===== src/rtl/ssi_pkg.sv =====
// Shared types and helpers for the SSI encoder master.
package ssi_pkg;

  typedef enum logic [1:0] {
    IDLE       = 2'd0,
    WAIT_READY = 2'd1,
    CLOCKING   = 2'd2,
    MONO       = 2'd3
  } state_t;

  // Gray-to-binary conversion. The field is zero-extended to 64 bits, so the
  // leading zeros decode to zeros. The low bits therefore equal the decode of
  // a field of any width <= 64.
  function automatic logic [63:0] gray2bin(input logic [63:0] g);
    logic [63:0] b;
    b[63] = g[63];
    for (int i = 62; i >= 0; i--) begin
      b[i] = b[i+1] ^ g[i];
    end
    return b;
  endfunction

endpackage


===== src/rtl/ssi_clk_gen.sv =====
// Encoder clock generator: half-period timing, enc_clk toggling, sample
// strobe on the last cycle of each high phase, and frame-bit counting.
module ssi_clk_gen import ssi_pkg::*; #(
  parameter int FRAME_BITS = 24,
  parameter int CLK_DIV    = 8
) (
  input  logic sck,
  input  logic rst_n,
  input  logic go,
  input  logic run,
  output logic enc_clk,
  output logic sample,
  output logic frame_done
);

  localparam int HC_W = $clog2(CLK_DIV) + 1;
  localparam int BC_W = $clog2(FRAME_BITS) + 1;

  logic [HC_W-1:0] half_cnt;
  logic [BC_W-1:0] bit_cnt;
  logic            half_last;

  assign half_last  = (half_cnt == HC_W'(CLK_DIV - 1));
  assign sample     = run && enc_clk && half_last;
  assign frame_done = sample && (bit_cnt == BC_W'(FRAME_BITS - 1));

  // Half-period counter and enc_clk; enc_clk stays high after the final sample
  always_ff @(posedge sck or negedge rst_n) begin
    if (!rst_n) begin
      enc_clk  <= 1'b1;
      half_cnt <= '0;
      bit_cnt  <= '0;
    end else if (go) begin
      enc_clk  <= 1'b0;
      half_cnt <= '0;
      bit_cnt  <= '0;
    end else if (run) begin
      if (half_last) begin
        half_cnt <= '0;
        if (!enc_clk) begin
          enc_clk <= 1'b1;
        end else if (!frame_done) begin
          enc_clk <= 1'b0;
          bit_cnt <= bit_cnt + 1'b1;
        end
      end else begin
        half_cnt <= half_cnt + 1'b1;
      end
    end else begin
      enc_clk  <= 1'b1;
      half_cnt <= '0;
    end
  end

endmodule


===== src/rtl/ssi_encoder_master.sv =====
// SSI master for absolute rotary encoders: request handling, ready wait,
// frame capture, monoflop check and position extraction.
module ssi_encoder_master import ssi_pkg::*; #(
  parameter int FRAME_BITS    = 24,
  parameter int POS_MSB       = 21,
  parameter int POS_LSB       = 3,
  parameter int CLK_DIV       = 8,
  parameter int MONO_CYCLES   = 200,
  parameter int READY_TIMEOUT = 1000,
  parameter int PERIOD        = 2000,
  parameter int GRAY          = 1
) (
  input  logic                     sck,
  input  logic                     rst_n,
  input  logic                     start,
  input  logic                     auto_en,
  input  logic                     miso,
  output logic                     enc_clk,
  output logic [POS_MSB-POS_LSB:0] encoder_val,
  output logic                     data_valid,
  output logic                     frame_err,
  output logic                     busy
);

  localparam int POS_W   = POS_MSB - POS_LSB + 1;
  localparam int PT_W    = $clog2(PERIOD) + 1;
  localparam int CNT_MAX = (READY_TIMEOUT > MONO_CYCLES) ? READY_TIMEOUT : MONO_CYCLES;
  localparam int CNT_W   = $clog2(CNT_MAX) + 1;

  state_t                  state;
  logic                    miso_m, miso_s;
  logic [PT_W-1:0]         per_cnt;
  logic                    per_exp;
  logic                    req;
  logic [CNT_W-1:0]        cnt;
  logic                    mono_done;
  logic [FRAME_BITS-1:0]   shift;
  logic [POS_W-1:0]        field;
  logic [63:0]             dec64;
  logic                    go, run, sample, frame_done;
  logic                    unused_bits;

  assign per_exp = auto_en && (per_cnt == PT_W'(PERIOD - 1));
  assign req     = start || per_exp;
  assign go      = ((state == IDLE) && req && miso_s) || ((state == WAIT_READY) && miso_s);
  assign run     = (state == CLOCKING);
  assign field   = shift[POS_MSB:POS_LSB];
  assign dec64   = (GRAY != 0) ? gray2bin(64'(field)) : 64'(field);
  assign unused_bits = ^{dec64[63:POS_W], shift};

  ssi_clk_gen #(
    .FRAME_BITS (FRAME_BITS),
    .CLK_DIV    (CLK_DIV)
  ) u_clk_gen (
    .sck        (sck),
    .rst_n      (rst_n),
    .go         (go),
    .run        (run),
    .enc_clk    (enc_clk),
    .sample     (sample),
    .frame_done (frame_done)
  );

  // Two-flop synchroniser for the asynchronous encoder data line
  always_ff @(posedge sck or negedge rst_n) begin
    if (!rst_n) begin
      miso_m <= 1'b0;
      miso_s <= 1'b0;
    end else begin
      miso_m <= miso;
      miso_s <= miso_m;
    end
  end

  // Auto-mode period timer: free-runs while enabled, reloads on expiry
  always_ff @(posedge sck or negedge rst_n) begin
    if (!rst_n) begin
      per_cnt <= '0;
    end else if (!auto_en || per_exp) begin
      per_cnt <= '0;
    end else begin
      per_cnt <= per_cnt + 1'b1;
    end
  end

  // Acquisition FSM; the result cycle is spent in MONO so requests there drop
  always_ff @(posedge sck or negedge rst_n) begin
    if (!rst_n) begin
      state       <= IDLE;
      busy        <= 1'b0;
      data_valid  <= 1'b0;
      frame_err   <= 1'b0;
      encoder_val <= '0;
      shift       <= '0;
      cnt         <= '0;
      mono_done   <= 1'b0;
    end else begin
      data_valid <= 1'b0;
      frame_err  <= 1'b0;
      if (sample) begin
        shift <= {shift[FRAME_BITS-2:0], miso_s};
      end
      case (state)
        IDLE: begin
          cnt <= '0;
          if (req) begin
            busy  <= 1'b1;
            state <= miso_s ? CLOCKING : WAIT_READY;
          end
        end
        WAIT_READY: begin
          if (miso_s) begin
            state <= CLOCKING;
            cnt   <= '0;
          end else if (cnt == CNT_W'(READY_TIMEOUT - 1)) begin
            frame_err <= 1'b1;
            busy      <= 1'b0;
            state     <= IDLE;
          end else begin
            cnt <= cnt + 1'b1;
          end
        end
        CLOCKING: begin
          if (frame_done) begin
            state     <= MONO;
            cnt       <= '0;
            mono_done <= 1'b0;
          end
        end
        MONO: begin
          if (mono_done) begin
            mono_done <= 1'b0;
            busy      <= 1'b0;
            state     <= IDLE;
          end else if (cnt == CNT_W'(MONO_CYCLES - 1)) begin
            mono_done <= 1'b1;
            if (miso_s) begin
              encoder_val <= dec64[POS_W-1:0];
              data_valid  <= 1'b1;
            end else begin
              frame_err <= 1'b1;
            end
          end else begin
            cnt <= cnt + 1'b1;
          end
        end
        default: state <= IDLE;
      endcase
    end
  end

endmodule


===== config.mk =====
export PLATFORM = sky130hd
export DESIGN_NAME = ssi_encoder_master
export DESIGN_NICKNAME = d
export VERILOG_FILES = /design/src/rtl/ssi_pkg.sv /design/src/rtl/ssi_clk_gen.sv /design/src/rtl/ssi_encoder_master.sv
export SDC_FILE = /design/constraint.sdc
export NUM_CORES = 1
export LEC_CHECK = 0
export CORE_AREA = 2 2 87 89
export CTS_BUF_LIST = sky130_fd_sc_hd__clkbuf_8
export DETAILED_ROUTE_END_ITERATION = 8
export DIE_AREA = 0 0 89 91
export PLACE_DENSITY_LB_ADDON = 0.15
export SYNTH_ARGS = -nofsm -noshare
export SYNTH_HDL_FRONTEND = slang
export SYNTH_SLANG_ARGS = --single-unit

===== constraint.sdc =====
create_clock -name sck -period 6.5 [get_ports sck]
set_input_delay 1.3 -clock sck [delete_from_list [all_inputs] [get_ports sck]]
set_output_delay 1.3 -clock sck [all_outputs]
set_load 0.1 [all_outputs]

# ---- Word level (Yosys, flattened, before mapping)
# Index checks and enable logic that the tools add are counted.
dict set report totals {
  reg_bits 83
  inputBits 5
  output_inout_bits 23
  elab_cells 125
}
dict set report op_classes {
  mux 46
  n_eq_ne 19
  reduce_logical 23
  bitwise 19
  n_addsub 4
}
# op n
set op_table {}
lappend op_table {{two-way mux 11 bit} 5}
lappend op_table {{one-hot mux 11 bit (4 select lines)} 1}
lappend op_table {{two-way mux 6 bit} 5}
lappend op_table {{two-way mux 1 bit} 21}
lappend op_table {{XOR 1 bit} 18}
lappend op_table {{AND reduction 4 bit} 4}
lappend op_table {{inequality test 2 bit (second input constant)} 7}
lappend op_table {{adder 12 x 1 -> 12 bit (second input constant)} 1}
lappend op_table {{equality test 12 x 11 -> 1 bit (second input constant)} 1}
lappend op_table {{two-way mux 12 bit} 1}
lappend op_table {{two-way mux 2 bit} 6}
lappend op_table {{two-way mux 4 bit} 3}
lappend op_table {{adder 11 x 1 -> 11 bit (second input constant)} 1}
lappend op_table {{equality test 11 x 10 -> 1 bit (second input constant)} 1}
lappend op_table {{equality test 11 x 8 -> 1 bit (second input constant)} 1}
lappend op_table {{one-hot mux 2 bit (4 select lines)} 1}
lappend op_table {{nonzero test 2 bit} 4}
lappend op_table {{logical AND 1 bit} 7}
lappend op_table {{adder 6 x 1 -> 6 bit (second input constant)} 1}
lappend op_table {{equality test 6 x 5 -> 1 bit (second input constant)} 1}
lappend op_table {{inequality test 3 bit (second input constant)} 2}
lappend op_table {{AND reduction 5 bit} 1}
lappend op_table {{adder 4 x 1 -> 4 bit (second input constant)} 1}
lappend op_table {{equality test 2 bit (second input constant)} 2}
lappend op_table {{other kinds (12)} 15}

# ---- Longest topological paths before layout
dict set report depth {
  depth_word 18
  ltp_mapped 8
  ltp_nobuf 7
}

# ---- Cells and area by module
# From an unflattened synthesis, not the netlist that was laid out.
dict set report unflattened {
  cells_unflattened 356
  area_unflattened_um2 3983.8
}
# mod cells_each seq_area_each_um2 n_inst area_per_inst_um2
set modules_own_cells {}
lappend modules_own_cells {ssi_encoder_master 295 1801.7 1 3348.2}
lappend modules_own_cells {ssi_clk_gen 61 276.5 1 635.6}

# ---- Least setup slack after synthesis
# No wires, ideal clock.
dict set report synth_timing {
  path_kind {flip-flop to flip-flop}
  startpoint {register shift[20]}
  endpoint {register encoder_val[9]}
  arrival_ns 2.122
  t_required_ns 6.374
  slack_ns 4.252
  period_less_slack_ns 2.248
  path_stages_with_launch 6
  path_buffers 0
  setup_ns 0.126
  path_cell_list {dfrtp_1 xor3_2 xnor3_2 xnor2_2 xor3_2 mux2_2}
}
dict set report synth_between {
  elab_chain_len 9
}
# element line
set synth_lines {}
lappend synth_lines {{start: declaration} ssi_encoder_master.sv:37} ;# logic [FRAME_BITS-1:0] shift;
lappend synth_lines {{start signal: assignment} ssi_encoder_master.sv:101} ;# shift <= {shift[FRAME_BITS-2:0], miso_s};
lappend synth_lines {{XOR 1 bit (9 in series)} ssi_pkg.sv:18} ;# b[i] = b[i+1] ^ g[i];
lappend synth_lines {{end signal: assignment} ssi_encoder_master.sv:138} ;# encoder_val <= dec64[POS_W-1:0];
lappend synth_lines {{end: declaration} ssi_encoder_master.sv:19} ;# output logic [POS_MSB-POS_LSB:0] encoder_val,
# No other way between the ends.
# A chain may end at the register's enable or synchronous reset.

# ---- Final worst setup path
dict set report layout_timing {
  startpoint {register u_clk_gen.enc_clk}
  endpoint {output enc_clk}
}
# element line
set layout_rtl {}
lappend layout_rtl {{start: declaration} ssi_clk_gen.sv:11} ;# output logic enc_clk,
lappend layout_rtl {{start signal: assignment} ssi_clk_gen.sv:30} ;# enc_clk <= 1'b1;
lappend layout_rtl {{start signal: assignment} ssi_clk_gen.sv:34} ;# enc_clk <= 1'b0;
lappend layout_rtl {{start signal: assignment} ssi_clk_gen.sv:41} ;# enc_clk <= 1'b1;
lappend layout_rtl {{end: declaration} ssi_encoder_master.sv:18} ;# output logic enc_clk,
# No word-level cell between the ends.

==> metrics.md <==
| Metric | Value |
|---|---|
| CTS tree | yes |
| Final TNS setup | 0 ns |
| Most frequent cells in the layout | dfrtp_1 (82), nand2_1 (31), mux2_2 (29), clkdlybuf4s50_1 (26), nor2_1 (25) |
| Commonest non-fill, non-tap cell in the layout | dfrtp_1 |
| FP Rows | 31 |
| CP required | 5.20 ns |
| Period utilisation layout | approximately 51% |
| Setup crit end kind | output pin |
| Status | completed |
| Synth Cell Area | 3910 µm² |
| Cell Pwr Density | 252 nW/µm² |
| Wire length per cell | 13.7 µm |
| Initial Utilization | between 50% and 60% |
| WP buf/inv | 1 |
| Max clock buf depth | 2 |
| Share of cells above drive strength 1 | 14.4% |
| Vias in the first global route | 2,544 |
| Port Buffers | 27 |
| Layout net count | about 390 |
| Post-synth EDFFs | 0 |
| Final Total Pwr | 0.00112 W |
| Chip width | 89 µm |
| Largest net degree at the start of global routing | 84 |
| CP Cell Sequence | clkdlybuf4s50_1 |
| Final setup viols | 0 |
| Postcts setup bufs | 0 |
| CTS HTree Levels | 3 |
| Uppermost layer routed | met4 |
| DPL Wire Length | approximately 4.4 mm |
| DRT Wirelength | 6.61 mm |
| Root buffer cell | clkbuf_8 |
| Crit-path slowest cell | clkdlybuf4s50_1 |
| Main synth FF type | dfrtp_1 |
| Maximum vdd ir drop | 162 µV |
| CP max FO | 5 |
| Syn Area/Cell | 11.2 µm² |
| Syn Inst Count | 348 |
| Slew Viols, Final | 0 |
| DRC errors left | 0 |
| Synthesis-stage register bit count | 83 |
| CTS clock-pin slew for the worst setup and hold paths | 0.08 ns |
| Data arrival, critical path | 2.03 ns |
| Antenna Cells | 0 |
| HP Class | reg -> reg |
| Max-slew headroom | 19.9% |
| Seq/Total Area, Yosys | 53.1% |
| Unrepaired setup endpoints after global routing | false |
| Router iterations before antenna repair | 4 |
| Setup CP Type | reg -> out |
| CP top delay family | buffers and inverters |
| Post-CTS Resized | 0 |
| Die Span Y | 91 µm |
| Skew-Pair Late Insertion Delay | 0.35 ns |
| Final Hold Viols | 0 |
| Hold WS | roughly 0.35 ns |
| Final GP Congestion | 0.787 |
| I/O pins | 28 |
| DR WL met2 | 3.05 mm |
| First-pass GRT wire length | around 12 mm |
| Vias per cell | roughly 5.4 |
| Syn. warnings | 0 |
| CORE AREA | 7140 µm² |
| Hold-fix buffers, CTS | 0 |
| Max Cap Violations | 0 |
| Ys async rst share | 100% |
| Vias | 2,603 |
| Die area | 8100 µm² |
| Num CTS Buffers | 9 |
| Met3 WL post-DR | ~230 µm |
| Layout overhead on the synthesized area | 14.0% |
| Slew @ Worst Pin | 1.19 ns |
| Post-route ant nets | 0 |
| Drt initial violations | ~190 |
| Crit path largest cell delay | 1.13 ns |
| Max frequency | 300 MHz |
| Num Clock Sinks | 83 |
| Crit path launch type | flop |
| Gr usage total | 18.5% |
| Pleak | slightly above 2 nW |
| Initial antenna violation count | 0 |
| Post-Syn Nets | 357 |
| Min Tclk post-route | around 3.3 ns |
| WL met1 | 3.22 mm |
| GRT Residual Overflow | 0 |
| Clk_skew | 0.0117 ns |
| Synth unique cells | 43 |
## per-stage QoR
stage                     util (%)  area, µm²  instances  setup slack, ns
after floorplan                  -       3910        348             4.25
after global placement        59.9       4280        466             3.47
after detailed placement      59.9       4280        466             3.46
after CTS                     62.5       4460        481             3.14
after global routing          62.5       4460        481             3.11
final                         62.5       4460        481             3.17
## synth_stat cells (all sizes together) (5+ instances only)
master,instances,share of area [%]
inv,5,0.48
xnor2,26,6.5
mux2,29,8.3
a21oi,9,1.2
o21ai,28,3.6
xor2,16,3.6
dfrtp,82,52
nand2,31,3.0
nand2b,7,1.1
nor2,25,2.4
and3,10,1.6
nand3,15,1.9
clkbuf,8,0.77
nor3,9,1.2
## area by class of cell
| class | instances | area [µm²] |
|---|---|---|
| repair buffers | 28 | 275 |
| clock inverters | 6 | 58.8 |
| multi-input cells | 251 | 1780 |
| inverters | 5 | 18.8 |
| fillers | 599 | 2680 |
| flip-flops and latches | 83 | 2080 |
| well taps | 99 | 124 |
| clock buffers | 9 | 124 |
## cells by family after synthesis
kind of cell / after synthesis / share of synthesized area, %
simple gates: 121 / 15.4
flops: 83 / 53.1
compound gates: 49 / 7.39
xor+xnor: 46 / 12.6
mux: 31 / 8.86
buf+inv: 14 / 1.34
fa+ha+maj: 4 / 1.28
## sequential cells by signal, summed over array words and instances (netlist names)
register	flops
miso_m	1
mono_done	1
u_clk_gen.bit_cnt	6
per_cnt	12
u_clk_gen.enc_clk	1
busy	1
cnt	11
u_clk_gen.half_cnt	4
state	2
encoder_val	19
miso_s	1
frame_err	1
data_valid	1
shift	22
## worst paths after layout
kind | endpoint | startpoint | cells past startpoint | slack, ns
min in group asynchronous | cnt[10] | rst_n | 1 | 1.10
max reg2reg | encoder_val[13] | cnt[3] | 4 | 3.68
max | enc_clk | u_clk_gen.enc_clk | 1 | 3.17
min reg2reg | miso_s | miso_m | 0 | 0.35
min | miso_s | miso_m | 0 | 0.35
max in group asynchronous | per_cnt[7] | rst_n | 1 | 4.72
## power breakdown
part / internal (W) / switching (W) / leakage (nW)
registers: 0.000558 / 0.0000391 / 1.13
logic: 0.0000674 / 0.000110 / 0.794
clock network: 0.000173 / 0.000176 / 0.0923
## layer usage
metal / global-route usage (%) / vias up
li1: - / 1275
met1: 26.5 / 1277
met2: 27.2 / 41
met3: 3.91 / 10
met4: 7.96 / 0
met5: 0 / -
Note: power is estimated with default switching activity, not from simulation.
